`src/rtl/seq_mult_taint_hs.sv`:
```
// seq_mult_taint_hs: shift-add sequential multiplier with valid/ready handshake,
// optional two's-complement mode and conservative bit-level taint tracking.
// Ports:
//   clk, rst_n                       clock (rising edge), async active-low reset
//   in_valid / in_ready              operand handshake (accepts in IDLE only)
//   multiplier, multiplier_t         operand A and its taint
//   multiplicand, multiplicand_t     operand B and its taint
//   out_valid / out_ready            result handshake (held until accepted)
//   product, product_t               2*WIDTH result and its taint (0 unless DONE)
//   busy                             high while RUN or DONE
module seq_mult_taint_hs #(
  parameter int unsigned WIDTH  = 4,
  parameter bit          SIGNED = 1'b0
) (
  input  logic                 clk,
  input  logic                 rst_n,
  input  logic                 in_valid,
  output logic                 in_ready,
  input  logic [WIDTH-1:0]     multiplier,
  input  logic [WIDTH-1:0]     multiplier_t,
  input  logic [WIDTH-1:0]     multiplicand,
  input  logic [WIDTH-1:0]     multiplicand_t,
  output logic                 out_valid,
  input  logic                 out_ready,
  output logic [2*WIDTH-1:0]   product,
  output logic [2*WIDTH-1:0]   product_t,
  output logic                 busy
);

  localparam int unsigned HW = WIDTH + 1;       // hi half incl. carry/sign bit
  localparam int unsigned PW = 2 * WIDTH + 1;   // full shift register
  localparam int unsigned RW = 2 * WIDTH;       // product width
  localparam int unsigned CW = $clog2(WIDTH);   // step counter

  typedef enum logic [1:0] {IDLE, RUN, DONE} state_e;

  state_e            state_q, state_d;
  logic [CW-1:0]     count_q, count_d;
  logic [PW-1:0]     p_q, p_d, pt_q, pt_d;
  logic [WIDTH-1:0]  md_q, md_d, mdt_q, mdt_d;

  logic              in_ready_d, out_valid_d, busy_d;
  logic [RW-1:0]     product_d, product_t_d;

  // Conservative carry/borrow spread: a tainted bit may affect every bit above it.
  function automatic logic [HW-1:0] smear(input logic [HW-1:0] x);
    logic [HW-1:0] r;
    logic          acc;
    acc = 1'b0;
    for (int unsigned i = 0; i < HW; i++) begin
      acc  = acc | x[i];
      r[i] = acc;
    end
    return r;
  endfunction

  // One shift-add step on the value and taint registers.
  logic [HW-1:0]     hi, hi_t, md_ext, mdt_ext, add_term, at, hi_new, hit_new;
  logic [WIDTH-1:0]  lo, lo_t;
  logic              last_step, sx, sx_t;
  logic [PW-1:0]     p_step, pt_step;

  always_comb begin
    hi        = p_q[PW-1:WIDTH];
    lo        = p_q[WIDTH-1:0];
    hi_t      = pt_q[PW-1:WIDTH];
    lo_t      = pt_q[WIDTH-1:0];
    last_step = (count_q == CW'(WIDTH - 1));
    md_ext    = SIGNED ? {md_q[WIDTH-1], md_q}   : {1'b0, md_q};
    mdt_ext   = SIGNED ? {mdt_q[WIDTH-1], mdt_q} : {1'b0, mdt_q};
    add_term  = p_q[0] ? md_ext : '0;
    // Two's-complement: the multiplier MSB has negative weight, so the last step subtracts.
    hi_new    = (SIGNED && last_step) ? (hi - add_term) : (hi + add_term);
    sx        = SIGNED ? hi_new[WIDTH] : 1'b0;
    p_step    = {sx, hi_new, lo[WIDTH-1:1]};

    // A tainted multiplier bit may select any add term, so it taints the whole sum.
    at        = pt_q[0] ? '1 : (p_q[0] ? mdt_ext : '0);
    hit_new   = (pt_q[0] | p_q[0]) ? smear(hi_t | at) : hi_t;
    sx_t      = SIGNED ? hit_new[WIDTH] : 1'b0;
    pt_step   = {sx_t, hit_new, lo_t[WIDTH-1:1]};
  end

  // Next-state and registered-output logic.
  always_comb begin
    state_d     = state_q;
    count_d     = count_q;
    p_d         = p_q;
    pt_d        = pt_q;
    md_d        = md_q;
    mdt_d       = mdt_q;

    unique case (state_q)
      IDLE: begin
        if (in_valid && in_ready) begin
          p_d     = {HW'(0), multiplier};
          pt_d    = {HW'(0), multiplier_t};
          md_d    = multiplicand;
          mdt_d   = multiplicand_t;
          count_d = '0;
          state_d = RUN;
        end
      end
      RUN: begin
        p_d     = p_step;
        pt_d    = pt_step;
        count_d = count_q + CW'(1);
        if (last_step) begin
          count_d = '0;
          state_d = DONE;
        end
      end
      DONE: begin
        if (out_valid && out_ready) begin
          p_d     = '0;
          pt_d    = '0;
          state_d = IDLE;
        end
      end
      default: begin
        state_d = IDLE;
      end
    endcase

    in_ready_d  = (state_d == IDLE);
    busy_d      = (state_d != IDLE);
    out_valid_d = (state_d == DONE);
    product_d   = out_valid_d ? p_d[RW-1:0]  : '0;
    product_t_d = out_valid_d ? pt_d[RW-1:0] : '0;
  end

  // State, datapath and output registers.
  always_ff @(posedge clk or negedge rst_n) begin
    if (!rst_n) begin
      state_q   <= IDLE;
      count_q   <= '0;
      p_q       <= '0;
      pt_q      <= '0;
      md_q      <= '0;
      mdt_q     <= '0;
      in_ready  <= 1'b1;
      out_valid <= 1'b0;
      busy      <= 1'b0;
      product   <= '0;
      product_t <= '0;
    end else begin
      state_q   <= state_d;
      count_q   <= count_d;
      p_q       <= p_d;
      pt_q      <= pt_d;
      md_q      <= md_d;
      mdt_q     <= mdt_d;
      in_ready  <= in_ready_d;
      out_valid <= out_valid_d;
      busy      <= busy_d;
      product   <= product_d;
      product_t <= product_t_d;
    end
  end

endmodule

```
`config.mk`:
```
export PLATFORM = sky130hd
export DESIGN_NAME = seq_mult_taint_hs
export DESIGN_NICKNAME = d
export VERILOG_FILES = /design/src/rtl/seq_mult_taint_hs.sv
export SDC_FILE = /design/constraint.sdc
export NUM_CORES = 1
export LEC_CHECK = 0
export CELL_PAD_IN_SITES_DETAIL_PLACEMENT = 1
export CELL_PAD_IN_SITES_GLOBAL_PLACEMENT = 1
export CORE_MARGIN = 2
export CORE_UTILIZATION = 40
export CTS_CLUSTER_SIZE = 30
export DETAILED_ROUTE_END_ITERATION = 8
export GPL_TIMING_DRIVEN = 0
export PLACE_DENSITY_LB_ADDON = 0.1
export SYNTH_ARGS = -nofsm -noshare
export SYNTH_HDL_FRONTEND = slang
export SYNTH_SLANG_ARGS = --single-unit
```
`constraint.sdc`:
```
create_clock -name clk -period 2.4 [get_ports clk]
set_input_delay 0.24 -clock clk [delete_from_list [all_inputs] [get_ports clk]]
set_output_delay 0.24 -clock clk [all_outputs]
set_load 0.03 [all_outputs]
```
==> flow_metrics.env <==
export IMPL_finalSetupViolations=0
export IMPL_yosys_top_cells_count="46 x dfrtp_1, 25 x and2_1, 9 x a221o_1, 9 x nand2_1, 8 x mux2_2"
export IMPL_post_cts_buffers=0
export IMPL_synth_top_cell_area_share_pct=58.3
export IMPL_die_area_um2=5520
export IMPL_maxCapViolations=0
export IMPL_place_hpwl_mm=3.42
export IMPL_postLayoutCoreUtil_pct=53.5
export IMPL_max_vdd_ir_drop_mv=0.572
export IMPL_syn2layout_area_growth_pct=28.7
export IMPL_drv_slew=0
export IMPL_yosysWarnings=0
export IMPL_start_util_pct=41.6
export IMPL_rrSetupSlack_ps=320
export IMPL_tightest_slew_ps=612
export IMPL_timing_rr_start="p_q[0]"
export IMPL_ys_ff_latch=47
export IMPL_finalNonFillerCells=275
export IMPL_vias=1399
export IMPL_leakage_nw=1.18
export IMPL_die_w_um=74.3
export IMPL_path_class="register to register"
export IMPL_drcViolationCount=0
export IMPL_ys_types=34
export IMPL_fin_crit_sh_pct=86.5
export IMPL_path_clk_slew_ps=80
export IMPL_grt_max_degree=27
export IMPL_drt_total_wl_mm=4.65
export IMPL_hold_class="primary input to asynchronous set/reset pin"
export IMPL_synth_edf_count=0
export IMPL_worstPathArrival_ps=2270
export IMPL_routedWlPerCell_um=16.9
export IMPL_cts_root_buf="clkbuf_8"
export IMPL_fill_cells=509
export IMPL_synthTopCellsByArea="dfrtp_1 58%, and2_1 7.9%, a221o_1 4.6%"
export IMPL_post_cts_resized=0
export IMPL_multi_input_area_um2=749
export IMPL_min_period_ps=2080
export IMPL_synth_seq_area_share_pct=59.6
export IMPL_rows=25
export IMPL_start_kind="register"
export IMPL_place_inst=267
export IMPL_hold_viol=0
export IMPL_antenna_found_initial=0
export IMPL_ant_nets=0
export IMPL_antennaDiodeCount=0
export IMPL_io_pins=39
export IMPL_insertion_delay_ps=300
export IMPL_firstDrtPassIters=4
export IMPL_die_y_um=74.3
export IMPL_viasPerCell=5.09
export IMPL_grt_pass1_wl_mm=7.76
export IMPL_htreeDepth=2
export IMPL_cts_tree="built"
export IMPL_endpoint_kind="register"
export IMPL_port_buffers=38
export IMPL_p_per_area_nw_per_um2=1260
export IMPL_fin_setup_tns_ps=0
export IMPL_clk_path_buf_depth=2
export IMPL_drive_gt1_share_pct=10.6
export IMPL_totalPowerFinal_w=0.00319
export IMPL_initialDrtViolationCount=47
export IMPL_core_um2=4750
export IMPL_fmax_mhz=481
export IMPL_fin_nets=233
export IMPL_synth_most_common_cell="dfrtp_1"
export IMPL_ys_async_sr_fraction_pct=100
export IMPL_cp_required_ps=2590
export IMPL_status="finished clean"
export IMPL_syn_inst=161
export IMPL_grt_pass1_vias=1650
export IMPL_synth_area_um2=1980
export IMPL_clock_sinks=47
export IMPL_finClkSkew_ps=3.85
export IMPL_syn_num_nets=187
export IMPL_relSlewSlack_pct=59.0
export IMPL_synth_ff_type="dfrtp_1"
export IMPL_cts_made_buffers=5
export IMPL_grtUsageTotal_pct=19.1
export IMPL_rsz0062_at_grt="no"
export IMPL_regArea_um2=1180
export IMPL_overflow=0
export IMPL_synth_top_cell_by_area="dfrtp_1"
export IMPL_postSynthAreaPerCell_um2=12.3
export IMPL_cp_max_fo=13
export IMPL_routabilityCongestion=0.771
export IMPL_worstSetupStartpoint="p_q[0]"
area by class of cell:
class                   count  share of cell area (%)
inverters                   4                   0.591
flip-flops and latches     47                    46.3
plain buffers               6                    1.18
repair buffers             40                    15.9
multi-input cells         103                    29.5
well taps                  67                    3.30
clock buffers               7                    3.00
clock inverters             1                   0.197
flip-flops by register name, summed over array words and instances, names as in the netlist, 2 cells and up:
name,flops
p_q,8
product,8
product_t,8
pt_q,8
md_q,4
mdt_q,4
count_q,2
state_q,2
cell usage in the layout, fill, tap and decap left out, types with 5 or more instances in the layout:
cell type,count
a221o_1,9
and2_1,25
clkbuf_8,5
clkdlybuf4s50_1,37
dfrtp_1,46
ha_1,5
mux2_2,8
nand2_1,9
nor2_1,6
o21ai_0,7
power breakdown:
part	total, W	switching [W]	internal (W)	leakage [nW]
clock	0.000455	0.000251	0.000205	0.0422
sequential	0.00130	0.000204	0.00110	0.608
combinational	0.00144	0.000809	0.000628	0.528
total	0.00319	0.00126	0.00193	1.18
metal layers:
metal | wire length (um) | up-vias | global-route usage (%)
li1 | - | 658 | -
met3 | 182 | 7 | 3.79
met5 | 0 | - | 0
met2 | 2390 | 32 | 33.8
met1 | 1970 | 702 | 22.5
met4 | 103 | 0 | 8.73
critical path, cell delays in order, from the launching register on:
cell and delay, ps:
dfrtp_1 540, and2_1 240, ha_1 210, fa_1 410, a21o_1 190, a21oi_1 130
o2bb2ai_1 100, and2_1 150
worst paths after layout:
path	endpoint	cells after the start
setup reg to reg	product[7]	7
min in group clk	count_q[0]	1
max in group asynchronous	in_ready	3
hold / removal	p_q[5]	2
hold reg to reg	count_q[0]	1
setup / recovery	product[7]	7
per-stage QoR:
stage / hold slack, ps / setup WS [ps] / cell area [um^2]
floorplan: -55.6 / 493 / 1980
global placement: 478 / -160 / 2440
detailed placement: 263 / 171 / 2450
CTS: 469 / 145 / 2550
global route: 493 / 147 / 2540
finish: 447 / 323 / 2540
repair_timing:
action	CTS	global route
hold buffers	1	0
endpoints found under the setup margin	0	1
hold endpoints to repair	21	0
cell families after synthesis:
kind of cell | synth area share, %
XOR/XNOR | 0.443
buffers and inverters | 2.47
AO/OA/AOI/OAI | 14.4
multiplexers | 4.56
adder cells (fa/ha/maj) | 4.18
AND/OR/NAND/NOR | 14.3
flip-flops | 59.6
Power figures use the tool's default switching activity.
